## src/rtl/timer_pkg.sv

```systemverilog
// Shared types and constants for the countdown alarm timer.
//   state_e      : control FSM states (IDLE, RUN, PAUSED, ALARM)
//   *_MAX        : largest legal value of each BCD digit position
//   *_W          : bit widths of the tens / ones digits and the alarm counter
//   digits_valid : true when a set of load digits forms a legal MM:SS value
package timer_pkg;

    typedef enum logic [1:0] {
        IDLE   = 2'd0,
        RUN    = 2'd1,
        PAUSED = 2'd2,
        ALARM  = 2'd3
    } state_e;

    localparam int SEC_T_MAX = 5;
    localparam int MIN_T_MAX = 5;
    localparam int ONES_MAX  = 9;

    localparam int TENS_W = 3;
    localparam int ONES_W = 4;
    localparam int ACNT_W = 8;

    function automatic logic digits_valid(
        input logic [TENS_W-1:0] min_t,
        input logic [ONES_W-1:0] min_o,
        input logic [TENS_W-1:0] sec_t,
        input logic [ONES_W-1:0] sec_o
    );
        return (min_t <= TENS_W'(MIN_T_MAX)) &&
               (min_o <= ONES_W'(ONES_MAX))  &&
               (sec_t <= TENS_W'(SEC_T_MAX)) &&
               (sec_o <= ONES_W'(ONES_MAX));
    endfunction

endpackage

```

## src/rtl/countdown_alarm_timer_if.sv

```systemverilog
// Control and display bundle of the countdown alarm timer.
//   master : strobe/load source (prescaler, buttons), sees the display
//   slave  : the timer; consumes strobes and load digits, drives the
//            MM:SS digits and the running/alarm/done/load_err flags
interface countdown_alarm_timer_if;
    import timer_pkg::*;

    logic              tick;
    logic              load;
    logic [TENS_W-1:0] ld_min_t;
    logic [ONES_W-1:0] ld_min_o;
    logic [TENS_W-1:0] ld_sec_t;
    logic [ONES_W-1:0] ld_sec_o;
    logic              start;
    logic              pause;

    logic [TENS_W-1:0] min_t;
    logic [ONES_W-1:0] min_o;
    logic [TENS_W-1:0] sec_t;
    logic [ONES_W-1:0] sec_o;
    logic              running;
    logic              alarm;
    logic              done;
    logic              load_err;

    modport master (
        output tick, load, ld_min_t, ld_min_o, ld_sec_t, ld_sec_o, start, pause,
        input  min_t, min_o, sec_t, sec_o, running, alarm, done, load_err
    );

    modport slave (
        input  tick, load, ld_min_t, ld_min_o, ld_sec_t, ld_sec_o, start, pause,
        output min_t, min_o, sec_t, sec_o, running, alarm, done, load_err
    );

endinterface

```

## src/rtl/bcd_digit_down.sv

```systemverilog
// One loadable down-counting BCD digit with borrow chaining.
//   clk, rst   : clock, synchronous active-high reset (digit -> 0)
//   ld, ld_val : load the digit (has priority over decrement)
//   dec_en     : decrement permitted this cycle
//   borrow_in  : the lower digit wrapped (tie high on the least significant digit)
//   val        : current digit value
//   zero       : val == 0
//   borrow_out : this digit is decremented while at 0 and wraps to MAX
module bcd_digit_down #(
    parameter int MAX = 9,
    parameter int W   = 4
) (
    input  logic         clk,
    input  logic         rst,
    input  logic         ld,
    input  logic [W-1:0] ld_val,
    input  logic         dec_en,
    input  logic         borrow_in,
    output logic [W-1:0] val,
    output logic         zero,
    output logic         borrow_out
);

    logic [W-1:0] val_q;
    logic [W-1:0] val_d;
    logic         step;

    assign step = dec_en && borrow_in;

    // NOTE: every always_comb output gets a default first, so no path can leave it unassigned and infer a latch.
    always_comb begin
        val_d = val_q;
        if (ld) begin
            val_d = ld_val;
        end else if (step) begin
            val_d = (val_q == '0) ? W'(MAX) : val_q - W'(1);
        end
    end

    // NOTE: state flops use non-blocking assignments so every flop samples pre-edge values, independent of block order.
    always_ff @(posedge clk) begin
        if (rst) begin
            val_q <= '0;
        end else begin
            val_q <= val_d;
        end
    end

    assign val        = val_q;
    assign zero       = (val_q == '0);
    assign borrow_out = step && zero;

endmodule

```

## src/rtl/countdown_alarm_timer.sv

```systemverilog
// Loadable BCD MM:SS countdown timer with alarm.
//   clk, rst    : clock, synchronous active-high reset
//   bus (slave) : tick/load/start/pause strobes and ld_* digits in;
//                 min_t/min_o/sec_t/sec_o digits, running, alarm,
//                 done (1-cycle pulse on reaching 00:00) and load_err
//                 (1-cycle pulse on an out-of-range load) out.
// Event priority in a cycle: rst > load > pause > start > tick.
// The alarm stays up for ALARM_TICKS ticks unless pause or load ends it.
module countdown_alarm_timer
    import timer_pkg::*;
#(
    parameter int ALARM_TICKS = 10
) (
    input  logic                    clk,
    input  logic                    rst,
    countdown_alarm_timer_if.slave  bus
);

    logic              ld_digits;
    logic              dec_en;

    logic [TENS_W-1:0] min_t_val;
    logic [ONES_W-1:0] min_o_val;
    logic [TENS_W-1:0] sec_t_val;
    logic [ONES_W-1:0] sec_o_val;
    logic              mt_zero, mo_zero, st_zero, so_zero;
    logic              mo_borrow, st_borrow, so_borrow, mt_borrow;

    state_e            state_q, state_d;
    logic [ACNT_W-1:0] acnt_q, acnt_d;
    logic              done_q, done_d;
    logic              load_err_q, load_err_d;
    logic              running_q, running_d;
    logic              alarm_q, alarm_d;

    logic              ld_ok;
    logic              is_zero;
    logic              at_one;

    assign ld_ok   = digits_valid(bus.ld_min_t, bus.ld_min_o, bus.ld_sec_t, bus.ld_sec_o);
    assign is_zero = mt_zero && mo_zero && st_zero && so_zero;
    // 00:01 is the only value whose decrement lands on 00:00.
    assign at_one  = mt_zero && mo_zero && st_zero && (sec_o_val == ONES_W'(1));

    // Seconds-ones is the least significant digit, so it always sees a borrow.
    bcd_digit_down #(.MAX(ONES_MAX), .W(ONES_W)) u_sec_o (
        .clk        (clk),
        .rst        (rst),
        .ld         (ld_digits),
        .ld_val     (bus.ld_sec_o),
        .dec_en     (dec_en),
        .borrow_in  (1'b1),
        .val        (sec_o_val),
        .zero       (so_zero),
        .borrow_out (so_borrow)
    );

    bcd_digit_down #(.MAX(SEC_T_MAX), .W(TENS_W)) u_sec_t (
        .clk        (clk),
        .rst        (rst),
        .ld         (ld_digits),
        .ld_val     (bus.ld_sec_t),
        .dec_en     (dec_en),
        .borrow_in  (so_borrow),
        .val        (sec_t_val),
        .zero       (st_zero),
        .borrow_out (st_borrow)
    );

    bcd_digit_down #(.MAX(ONES_MAX), .W(ONES_W)) u_min_o (
        .clk        (clk),
        .rst        (rst),
        .ld         (ld_digits),
        .ld_val     (bus.ld_min_o),
        .dec_en     (dec_en),
        .borrow_in  (st_borrow),
        .val        (min_o_val),
        .zero       (mo_zero),
        .borrow_out (mo_borrow)
    );

    bcd_digit_down #(.MAX(MIN_T_MAX), .W(TENS_W)) u_min_t (
        .clk        (clk),
        .rst        (rst),
        .ld         (ld_digits),
        .ld_val     (bus.ld_min_t),
        .dec_en     (dec_en),
        .borrow_in  (mo_borrow),
        .val        (min_t_val),
        .zero       (mt_zero),
        .borrow_out (mt_borrow)
    );

    // The FSM stops at 00:00, so the top digit must never wrap below zero.
    a_no_underflow: assert property (@(posedge clk) disable iff (rst) !mt_borrow);

    always_comb begin
        state_d    = state_q;
        acnt_d     = acnt_q;
        ld_digits  = 1'b0;
        dec_en     = 1'b0;
        done_d     = 1'b0;
        load_err_d = 1'b0;

        unique case (state_q)
            IDLE, PAUSED: begin
                if (bus.load) begin
                    if (ld_ok) begin
                        ld_digits = 1'b1;
                        state_d   = IDLE;
                    end else begin
                        load_err_d = 1'b1;
                    end
                end else if (bus.start && !is_zero) begin
                    state_d = RUN;
                end
            end

            // load is ignored while counting; a tick alongside pause is dropped.
            RUN: begin
                if (bus.pause) begin
                    state_d = PAUSED;
                end else if (bus.tick) begin
                    dec_en = 1'b1;
                    if (at_one) begin
                        state_d = ALARM;
                        done_d  = 1'b1;
                        acnt_d  = '0;
                    end
                end
            end

            ALARM: begin
                if (bus.load) begin
                    if (ld_ok) begin
                        ld_digits = 1'b1;
                        state_d   = IDLE;
                    end else begin
                        load_err_d = 1'b1;
                    end
                end else if (bus.pause) begin
                    state_d = IDLE;
                end else if (bus.tick) begin
                    acnt_d = acnt_q + ACNT_W'(1);
                    if (acnt_d == ACNT_W'(ALARM_TICKS)) begin
                        state_d = IDLE;
                    end
                end
            end

            default: state_d = IDLE;
        endcase

        // Flags are decoded from the next state so they are registered
        // alongside the state rather than decoded after the flop.
        running_d = (state_d == RUN);
        alarm_d   = (state_d == ALARM);
    end

    always_ff @(posedge clk) begin
        if (rst) begin
            state_q    <= IDLE;
            acnt_q     <= '0;
            done_q     <= 1'b0;
            load_err_q <= 1'b0;
            running_q  <= 1'b0;
            alarm_q    <= 1'b0;
        end else begin
            state_q    <= state_d;
            acnt_q     <= acnt_d;
            done_q     <= done_d;
            load_err_q <= load_err_d;
            running_q  <= running_d;
            alarm_q    <= alarm_d;
        end
    end

    assign bus.min_t    = min_t_val;
    assign bus.min_o    = min_o_val;
    assign bus.sec_t    = sec_t_val;
    assign bus.sec_o    = sec_o_val;
    assign bus.running  = running_q;
    assign bus.alarm    = alarm_q;
    assign bus.done     = done_q;
    assign bus.load_err = load_err_q;

endmodule

```

## src/flat_wrapper.sv

```systemverilog
// flat-port wrapper written by rule: the top's interface ports become plain ports
module countdown_alarm_timer_flat import timer_pkg::*;
#(
    parameter int ALARM_TICKS = 10
)
  (clk, rst, bus_tick, bus_load, bus_ld_min_t, bus_ld_min_o, bus_ld_sec_t, bus_ld_sec_o, bus_start, bus_pause, bus_min_t, bus_min_o, bus_sec_t, bus_sec_o, bus_running, bus_alarm, bus_done, bus_load_err);
  countdown_alarm_timer_if bus_i ();
  input  logic clk;
  input  logic rst;
  input wire logic [$bits(bus_i.tick)-1:0] bus_tick;
  input wire logic [$bits(bus_i.load)-1:0] bus_load;
  input wire logic [$bits(bus_i.ld_min_t)-1:0] bus_ld_min_t;
  input wire logic [$bits(bus_i.ld_min_o)-1:0] bus_ld_min_o;
  input wire logic [$bits(bus_i.ld_sec_t)-1:0] bus_ld_sec_t;
  input wire logic [$bits(bus_i.ld_sec_o)-1:0] bus_ld_sec_o;
  input wire logic [$bits(bus_i.start)-1:0] bus_start;
  input wire logic [$bits(bus_i.pause)-1:0] bus_pause;
  output wire logic [$bits(bus_i.min_t)-1:0] bus_min_t;
  output wire logic [$bits(bus_i.min_o)-1:0] bus_min_o;
  output wire logic [$bits(bus_i.sec_t)-1:0] bus_sec_t;
  output wire logic [$bits(bus_i.sec_o)-1:0] bus_sec_o;
  output wire logic [$bits(bus_i.running)-1:0] bus_running;
  output wire logic [$bits(bus_i.alarm)-1:0] bus_alarm;
  output wire logic [$bits(bus_i.done)-1:0] bus_done;
  output wire logic [$bits(bus_i.load_err)-1:0] bus_load_err;
  assign bus_i.tick = bus_tick;
  assign bus_i.load = bus_load;
  assign bus_i.ld_min_t = bus_ld_min_t;
  assign bus_i.ld_min_o = bus_ld_min_o;
  assign bus_i.ld_sec_t = bus_ld_sec_t;
  assign bus_i.ld_sec_o = bus_ld_sec_o;
  assign bus_i.start = bus_start;
  assign bus_i.pause = bus_pause;
  assign bus_min_t = bus_i.min_t;
  assign bus_min_o = bus_i.min_o;
  assign bus_sec_t = bus_i.sec_t;
  assign bus_sec_o = bus_i.sec_o;
  assign bus_running = bus_i.running;
  assign bus_alarm = bus_i.alarm;
  assign bus_done = bus_i.done;
  assign bus_load_err = bus_i.load_err;
  countdown_alarm_timer #(.ALARM_TICKS(ALARM_TICKS)) u_core (.clk(clk), .rst(rst), .bus(bus_i));
endmodule
```

## config.mk

```make
export PLATFORM = sky130hd
export DESIGN_NAME = countdown_alarm_timer_flat
export DESIGN_NICKNAME = d
export VERILOG_FILES = /design/src/rtl/timer_pkg.sv /design/src/rtl/countdown_alarm_timer_if.sv /design/src/rtl/bcd_digit_down.sv /design/src/rtl/countdown_alarm_timer.sv /design/src/flat_wrapper.sv
export SDC_FILE = /design/constraint.sdc
export NUM_CORES = 1
export LEC_CHECK = 0
export BUFFER_PORTS_ARGS = -buffer_cell sky130_fd_sc_hd__buf_2
export CAP_MARGIN = 10
export CORE_MARGIN = 5
export CORE_UTILIZATION = 40
export CTS_CLUSTER_DIAMETER = 30
export CTS_CLUSTER_SIZE = 12
export DETAILED_ROUTE_END_ITERATION = 8
export SLEW_MARGIN = 30
export SYNTH_ARGS = -nofsm -noshare
export SYNTH_HDL_FRONTEND = slang
export SYNTH_SLANG_ARGS = --single-unit
```

## constraint.sdc

```tcl
create_clock -name clk -period 2.9 [get_ports clk]
set_input_delay 0.58 -clock clk [delete_from_list [all_inputs] [get_ports clk]]
set_output_delay 0.58 -clock clk [all_outputs]
set_load 0.05 [all_outputs]
```

==> results of run 1 <==
-- metal layers --
metal,routed length (um),vias up
li1,-,831
met1,2100,755
met2,1820,45
met3,309,2
met4,22,0
met5,0,-
-- path summary, 6_finish.rpt --
kind                   endpoint  depth (start not counted)  slack [ps]
max          u_core.bus.running                          5         740
min            u_core.acnt_q[7]                          2         510
max reg2reg  u_core.bus.running                          5         740
min reg2reg    u_core.acnt_q[7]                          2         510
-- layout make-up --
class,instances,area share
sequential,28,0.289
clock inverter,1,0.0155
inverter,5,0.00968
timing repair buffer,40,0.107
tap,50,0.0323
multi-input combinational,157,0.525
clock buffer,3,0.0213
-- placed cells by master (no fill, tap or decap), types with 5 or more instances in the layout --
cell,n
buf_2,37
dfxtp_1,28
nor2_1,22
nand2_1,14
nor3_1,14
a21oi_1,10
a211oi_1,9
nand3_1,6
inv_1,5
o21ai_1,5
a311oi_1,5
-- worst register-to-register path: stages (launching register included) --
cell      delay [ps]
dfxtp_1          400
or4_4            570
or4_4            450
o311ai_4         230
o22a_2           200
and4bb_1         200
-- metrics by stage --
| step | instances | utilization |
|---|---|---|
| after floorplan | 199 | - |
| after global placement | 280 | 0.470 |
| after detailed placement | 280 | 0.470 |
| after CTS | 284 | 0.488 |
| after global routing | 284 | 0.488 |
| final | 284 | 0.488 |
-- power groups by stage --
| stage | sequential (mW) | combinational [mW] | clock (mW) |
|---|---|---|---|
| after global placement | 0.440 | 0.213 | 0 |
| final | 0.431 | 0.212 | 0.307 |
| after global routing | 0.435 | 0.230 | 0.335 |
| after detailed placement | 0.439 | 0.213 | 0 |
| after CTS | 0.431 | 0.213 | 0.317 |
| after floorplan | 0.492 | 0.102 | 0 |
-- logic make-up after synthesis --
family                   Yosys count  synth area share
buffers and inverters             14            0.0352
multiplexers                       2            0.0122
XOR/XNOR                           5            0.0268
flip-flops                        28             0.343
AO/OA/AOI/OAI                     53             0.241
adder cells (fa/ha/maj)            2            0.0153
AND/OR/NAND/NOR                   95             0.327
-- state kept, by name, indices dropped and copies added (netlist names) --
| register | cells |
|---|---|
| u_core.u_sec_t.val | 3 |
| u_core.acnt_q | 8 |
| u_core.u_min_o.val | 4 |
| u_core.u_min_t.val | 3 |
| u_core.bus.alarm | 1 |
| u_core.state_q | 2 |
| u_core.u_sec_o.val | 4 |
| u_core.bus.done | 1 |
| u_core.bus.load_err | 1 |
| u_core.bus.running | 1 |
==> reports/metrics.cfg, run 1 <==
[floorplan]
core_region_area_sq_mm=0.00397
initial_utilization=0.412
overall_die_area_sq_mm=0.00547
floorplan.die.width_um=74.0
ios=38
rows=23
fp.dieH_um=74.0

[logic_synthesis]
yosysTopAreaCellShare=0.343
ys_seq_area_frac=0.343
ranking_of_synthesized_cells_by_instance_count=dfxtp_1, nor2_1, nand2_1, nor3_1, a21oi_1
synth-edff-count=0
synthMostInstantiatedCell=dfxtp_1
synthArstFlopShare=0
synthDistinctLibCells=53
synth.area.top_cells=dfxtp_1, nor2_1, nor3_1
synth_area_sq_mm=0.00164
postSynthCellCount=199
primary_ff_master_synth=dfxtp_1
syn_avg_cell_area_sq_um=8.22
net_count_after_synthesis=221
netlist.top_cell.by_area=dfxtp_1
ys_warn_count=0
number_of_synthesized_register_bits=28

[global_routing]
maximum_number_of_pins_on_one_net_before_global_route_repair=29
overflow=0
grt.busiest_layer=met1
grt_use_total=0.166
global_route.usage.met1=0.248
use_met3=0.0351
first_pass_grt_wire_length_mm=7.21
globalRouteMet2Util=0.239
grt_antenna_before_repair=0
via_count_of_the_first_global_routing_pass=1506

[setup_path]
worst_r2r_startpoint=u_core.u_min_o.val[3]
critical_path_required_time_ps=3070
cpMaxStageDelayCell=or4_4
critical-path-max-stage-delay_ps=570
cp_top_family=simple AND/OR/NAND/NOR gates
timing.critical_path.cells=or4_4 -> or4_4 -> o311ai_4 -> o22a_2 -> and4bb_1
timing.critical_path.from_type=register
timing.critical_path.buf_inv=0
crit_fanout=8
crit_path_start=u_core.u_min_o.val[3]
cp_data_arrival_time_ps=2330
crit_top_cell=or4_4
path_class=reg2reg
kind_of_end_point_of_the_critical_path=register

[cells_and_area]
areaGrowthSynthToFinish_pct=18.5
layout.cell_area.non_filler_sq_mm=0.00194
filler_cell_count=395
layout.area.seq_sq_um=561
layout-drive-gt1-share=0.226
num-nets-final=257
diodes=0
area_of_the_multi_input_gates_sq_mm=0.00102

[cts]
tritoncts=done
clock_slew_at_reported_path_ffs_ps=100
cts.hold.buffers_added=0
root_cell_of_the_clock_tree=clkbuf_8
cts_repair_resize_count=0
clk_latency_ps=270
cts_num_sinks=28
cts_max_path_buffers=2
postCtsSetupRepairBufs=0
cts.htree.levels=1
cts-buffers-inserted=3

[timing]
fmaxAchievable_ghz=0.463
finalSetupViolCount=0
timing_hold_violations_final=0
fin_crit_sh=0.745
final.setup_skew_ps=4.72
grt_setup_unrepaired=no
timing.hold.ws_ps=510
finalWorstSetupSlack_ps=739
clock_period_minus_worst_slack_ps=2160
relSlewSlack=0.657
fin_setup_tns_ps=0
timing_worst_slew_pin_value_ps=515
timing.final.max_slew_violations=0

[power_and_ir_drop]
pwr-share-clk=0.323
p_total_mw=0.950
vdd_drop_max_v=0.000230
sequentialPowerShare=0.453
powerDensity_mw_per_mm2=490
p_sw_mw=0.287
total_leakage_power_nw=0.729
internal_power_mw=0.663
swShare=0.302
power.share.combinational=0.223

[placement]
io_buffer_count=37
placement.setup.worst_slack_ps=679
placed_instance_area_sq_mm=0.00187
placed_wire_length_estimate_mm=3.19
place_congestion=0.822

[hold_path]
hold_path_class=reg2reg
critical_hold_path_startpoint=u_core.acnt_q[7]

[run]
timing.max_cap.violations=0

[routing]
dr_vias=1633
antenna_left=0
detail_route.iter0.violations=97
route.final.wire_length_mm=4.25
detail_route.wl_per_cell_um=15.0
number_of_design_rule_violations_left_after_detail_routing=0
viasPerCell=5.75
dr.pass1.iters=4

[status]
status=complete, no violations

(Power assumes the default switching activity.)
==> inputs of run 2 (changes only) <==
- ABC_AREA: not set -> 1
- clock period: 2.9 -> 1.9 ns (I/O delays scaled with it)
==> run 2 against run 1 <==
Against the previous run: via count up 3.5%; total power grew 39%; clock power grew 4%; cell count rose by 23%; die area is 2.8% higher; utilization rose by 0.13 points; clock skew fell by 1.1 ps; synthesized cell count grew 30%; critical path depth is 7 higher; cell area is 2.5% higher; fmax rose by 31%; critical path type unchanged; critical endpoint is now u_core.bus.alarm; largest cell class unchanged; highest routed layer unchanged.
==> reports/metrics.cfg, run 2 <==
[global_routing]
grt_antenna_before_repair=0
maximum_number_of_pins_on_one_net_before_global_route_repair=16
grt_use_total=0.152
overflow=0
first_pass_grt_wire_length_mm=6.84
via_count_of_the_first_global_routing_pass=1571

[cts]
cts.hold.buffers_added=0
cts-buffers-inserted=3
postCtsSetupRepairBufs=0
cts_repair_resize_count=0
clk_latency_ps=270
cts.htree.levels=1
tritoncts=done
cts_max_path_buffers=2
clock_slew_at_reported_path_ffs_ps=90
root_cell_of_the_clock_tree=clkbuf_8
cts_num_sinks=28

[cells_and_area]
mostFrequentLayoutCell=nand2_1
largest_register_ffs=8
filler_cell_count=446
layout.cell_area.non_filler_sq_mm=0.00199
layout.area.seq_sq_um=561
num-nets-final=323
layout_common_cells=nand2_1, buf_2, nor2_1
largest_register=u_core.acnt_q
layout-drive-gt1-share=0.231
areaGrowthSynthToFinish_pct=17.6
diodes=0
area_of_the_multi_input_gates_sq_um=968

[logic_synthesis]
synthArstFlopShare=0
synth-edff-count=0
synth_area_sq_mm=0.00169
number_of_synthesized_register_bits=28
yosysTopAreaCellShare=0.332
synth.area.top_cells=dfxtp_1, nand2_1, nor2_1
ys_seq_area_frac=0.332
synthDistinctLibCells=31
ranking_of_synthesized_cells_by_instance_count=nand2_1, nor2_1, dfxtp_1, inv_1, a21oi_1
synthMostInstantiatedCell=nand2_1
net_count_after_synthesis=281
ys_warn_count=0
netlist.top_cell.by_area=dfxtp_1
primary_ff_master_synth=dfxtp_1
postSynthCellCount=259
syn_avg_cell_area_sq_um=6.52

[routing]
dr_vias=1690
wirelength_met1_mm=2.04
detail_route.wl_per_cell_um=11.1
antenna_left=0
highest_layer=met4
route.final.wire_length_mm=3.88
number_of_design_rule_violations_left_after_detail_routing=0
viasPerCell=4.84
detailroute.wirelength.met3_um=167
met2RoutedLength_mm=1.66
dr.pass1.iters=4
detail_route.iter0.violations=78

[floorplan]
initial_utilization=0.416
core_region_area_sq_mm=0.00406
ios=38
fp.dieH_um=75.0
overall_die_area_sq_mm=0.00562
floorplan.die.width_um=75.0
rows=23

[power_and_ir_drop]
pwr-share-clk=0.242
sequentialPowerShare=0.485
p_sw_mw=0.455
p_total_mw=1.32
internal_power_mw=0.865
swShare=0.345
vdd_drop_max_v=0.000334
power.share.combinational=0.273
total_leakage_power_nw=0.932
powerDensity_mw_per_mm2=664

[timing]
relSlewSlack=0.761
final.setup_skew_ps=3.60
clock_period_minus_worst_slack_ps=1650
timing_worst_slew_pin_value_ps=358
grt_setup_unrepaired=no
timing.final.max_slew_violations=0
timing.hold.ws_ps=370
finalWorstSetupSlack_ps=249
finalSetupViolCount=0
timing_hold_violations_final=0
fmaxAchievable_ghz=0.606
fin_crit_sh=0.869
fin_setup_tns_ps=0

[run]
timing.max_cap.violations=0

[placement]
place_congestion=0.806
io_buffer_count=37
placement.setup.worst_slack_ps=166
placed_wire_length_estimate_mm=3.13
placed_instance_area_sq_mm=0.00194

[hold_path]
worst_hold_path.num_cells=3
hold_path_class=in2reg

[setup_path]
timing.critical_path.from_type=register
worst-r2r-cell-count=12
cp_data_arrival_time_ps=1820
kind_of_end_point_of_the_critical_path=register
path_class=reg2reg
critical_path_required_time_ps=2070
crit_fanout=4
worst-r2r-setup-slack_ps=250

[status]
status=complete, no violations

[run 2: cell types whose count changed after synthesis, moves of 5 or more]
cell,delta
a211oi_1,-9
a21oi_1,+9
a311oi_1,-5
clkbuf_1,-5
inv_1,+21
inv_2,+8
nand2_1,+48
nand3_1,+6
nor2_1,+10
nor3_1,-10
o21ai_0,+12
o21ai_1,+7
[run 2: path summary, 6_finish.rpt]
| check | to | start |
|---|---|---|
| setup reg to reg | u_core.bus.alarm | u_core.acnt_q[1] |
| hold / removal | u_core.u_sec_t.val[0] | bus_ld_sec_t[0] |
| setup / recovery | u_core.bus.alarm | u_core.acnt_q[1] |
| hold reg to reg | u_core.acnt_q[6] | u_core.acnt_q[6] |
[run 2: area by class of cell]
class | instances | share of cell area
flip-flops and latches | 28 | 0.282
repair buffers | 42 | 0.112
inverters | 35 | 0.0661
well taps | 50 | 0.0315
clock buffers | 3 | 0.0208
multi-input cells | 191 | 0.487
[run 2: metrics by stage]
step                       util  cells
after floorplan               -    259
after global placement    0.478    346
after detailed placement  0.478    346
after CTS                 0.488    349
after global routing      0.490    349
final                     0.490    349
[run 2: power by group through the flow]
stage | clock (mW) | combinational (mW) | sequential [mW]
5_1_grt | 0.360 | 0.403 | 0.645
2_1_floorplan | 0 | 0.189 | 0.734
3_5_place_dp | 0 | 0.360 | 0.654
6_report | 0.320 | 0.360 | 0.640
4_1_cts | 0.335 | 0.361 | 0.641
3_3_place_gp | 0 | 0.360 | 0.654
[run 2: cells by family after synthesis]
family                   count (synthesis)  share of synthesized area
XOR/XNOR                                 3                     0.0156
flip-flops                              28                      0.332
AND/OR/NAND/NOR                        126                      0.341
adder cells (fa/ha/maj)                  2                     0.0148
AO/OA/AOI/OAI                           60                      0.199
buffers and inverters                   40                     0.0985
[run 2: worst max-delay path, stage by stage (launching register included)]
cell	delay, ps
dfxtp_1	390
ha_2	230
nand3_1	140
o21ai_1	180
nand2_1	70
nor2_1	110
nand2_1	60
nand2_1	60
nand2_1	70
nand2_1	90
nand2_1	50
nand2_1	70
nor2_1	40
[run 2: per-layer routing]
layer | GRT usage | vias up
li1 | - | 923
met2 | 0.231 | 34
met5 | 0 | -
met3 | 0.0280 | 2
met4 | 0.0356 | 0
met1 | 0.222 | 731
==> inputs of run 3 (changes only) <==
- RECOVER_POWER: not set -> 100
==> run 3 against run 2 <==
Against the previous run: clock power barely moved; first-iteration DRC count is 13% lower; cell area decreased by 1.9%; clock skew about the same; worst setup slack worse by 85 ps; sequential power is essentially flat.
==> reports/metrics.cfg, run 3 (synthesis results as in run 2) <==
[cells_and_area]
layout_common_cells=nand2_1, nor2_1, dfxtp_1
largest_register_ffs=8
areaGrowthSynthToFinish_pct=15.4
layout-drive-gt1-share=0.167
fin_cells=349
diodes=0
mostFrequentLayoutCell=nand2_1
largest_register=u_core.acnt_q
num-nets-final=323
filler_cell_count=455

[setup_path]
critical_path_required_time_ps=2070
kind_of_end_point_of_the_critical_path=register
path_class=reg2reg
timing.critical_path.from_type=register
crit_fanout=5
cp_data_arrival_time_ps=1910

[floorplan]
ios=38
rows=23
fp.dieH_um=75.0
floorplan.die.width_um=75.0
core_region_area_sq_mm=0.00406
overall_die_area_sq_mm=0.00562
initial_utilization=0.416

[placement]
place_congestion=0.806
numPlacedInstances=346
placement.setup.worst_slack_ps=166
placed_wire_length_estimate_mm=3.13
io_buffer_count=37

[cts]
tritoncts=done
cts.hold.buffers_added=0
cts-buffers-inserted=3
cts_max_path_buffers=2
root_cell_of_the_clock_tree=clkbuf_8
clock_slew_at_reported_path_ffs_ps=90
cts.htree.levels=1
cts_num_sinks=28
clk_latency_ps=270

[timing]
timing_hold_violations_final=0
timing.final.max_slew_violations=0
grt_setup_unrepaired=no
finalWorstSetupSlack_ps=165
fin_setup_tns_ps=0
final.setup_skew_ps=3.56
relSlewSlack=0.601
fmaxAchievable_ghz=0.576
timing_worst_slew_pin_value_ps=601
clock_period_minus_worst_slack_ps=1740
fin_crit_sh=0.913
finalSetupViolCount=0

[power_and_ir_drop]
p_total_mw=1.31
vdd_drop_max_v=0.000332
powerDensity_mw_per_mm2=671
total_leakage_power_nw=0.855

[global_routing]
grt_use_total=0.152
overflow=0
via_count_of_the_first_global_routing_pass=1571
grt_antenna_before_repair=0
maximum_number_of_pins_on_one_net_before_global_route_repair=16
first_pass_grt_wire_length_mm=6.84

[routing]
viasPerCell=4.82
number_of_design_rule_violations_left_after_detail_routing=0
dr_vias=1682
antenna_left=0
detail_route.iter0.violations=68
dr.pass1.iters=4
detail_route.wl_per_cell_um=11.2
route.final.wire_length_mm=3.90

[run]
timing.max_cap.violations=0

[status]
status=complete, no violations

[hold_path]
hold_path_class=in2reg

==> run 3: worst paths after layout <==
check             cells after the start         startpoint  slack (ps)                    end
setup / recovery                     11  u_core.state_q[0]         160  u_core.u_min_t.val[2]
hold / removal                        3    bus_ld_sec_t[0]         370  u_core.u_sec_t.val[0]
setup reg to reg                     11  u_core.state_q[0]         160  u_core.u_min_t.val[2]
hold reg to reg                       2   u_core.acnt_q[6]         490       u_core.acnt_q[6]
==> run 3: worst max-delay path, cell delays in order (launching register included) <==
cell and delay, ps:
dfxtp_1 350, inv_2 70, nor2_1 210, nand3_2 180, nor2_4 210, nand2_2 110
inv_2 110, nor2_4 60, nor2_8 150, inv_2 50, nor2_1 90, nor2_1 50
==> run 3: power breakdown <==
group / total (mW) / leakage (nW) / internal [mW] / switching, mW
clock: 0.319 / 0.0216 / 0.142 / 0.177
sequential: 0.640 / 0.227 / 0.615 / 0.0254
combinational: 0.348 / 0.606 / 0.0986 / 0.249
==> run 3: cell type report <==
type,instances,area (sq um),share of cell area
multi-input combinational,191,956,0.490
sequential,28,561,0.288
timing repair buffer,42,198,0.101
inverter,35,131,0.0674
tap,50,62.6,0.0321
clock buffer,3,41.3,0.0212
==> run 3: metrics by stage <==
stage,util,hold slack (ps),cell area [sq um]
after detailed placement,0.478,480,1940
after CTS,0.488,372,1980
final,0.480,372,1950
after floorplan,-,456,1690
after global routing,0.480,394,1950
after global placement,0.478,480,1940
==> run 3: routing by layer <==
layer  up-vias  wire length [um]  GRT usage
li1        925                 -          -
met2        27              1670      0.231
met3         2               151     0.0280
met1       728              2050      0.222
met4         0                23     0.0356
met5         -                 0          0
==> run 3: repair_timing <==
action                                  4_1_cts  5_1_grt
gates resized for setup                       0        2
setup buffers                                 0        0
endpoints found under the setup margin        0        3
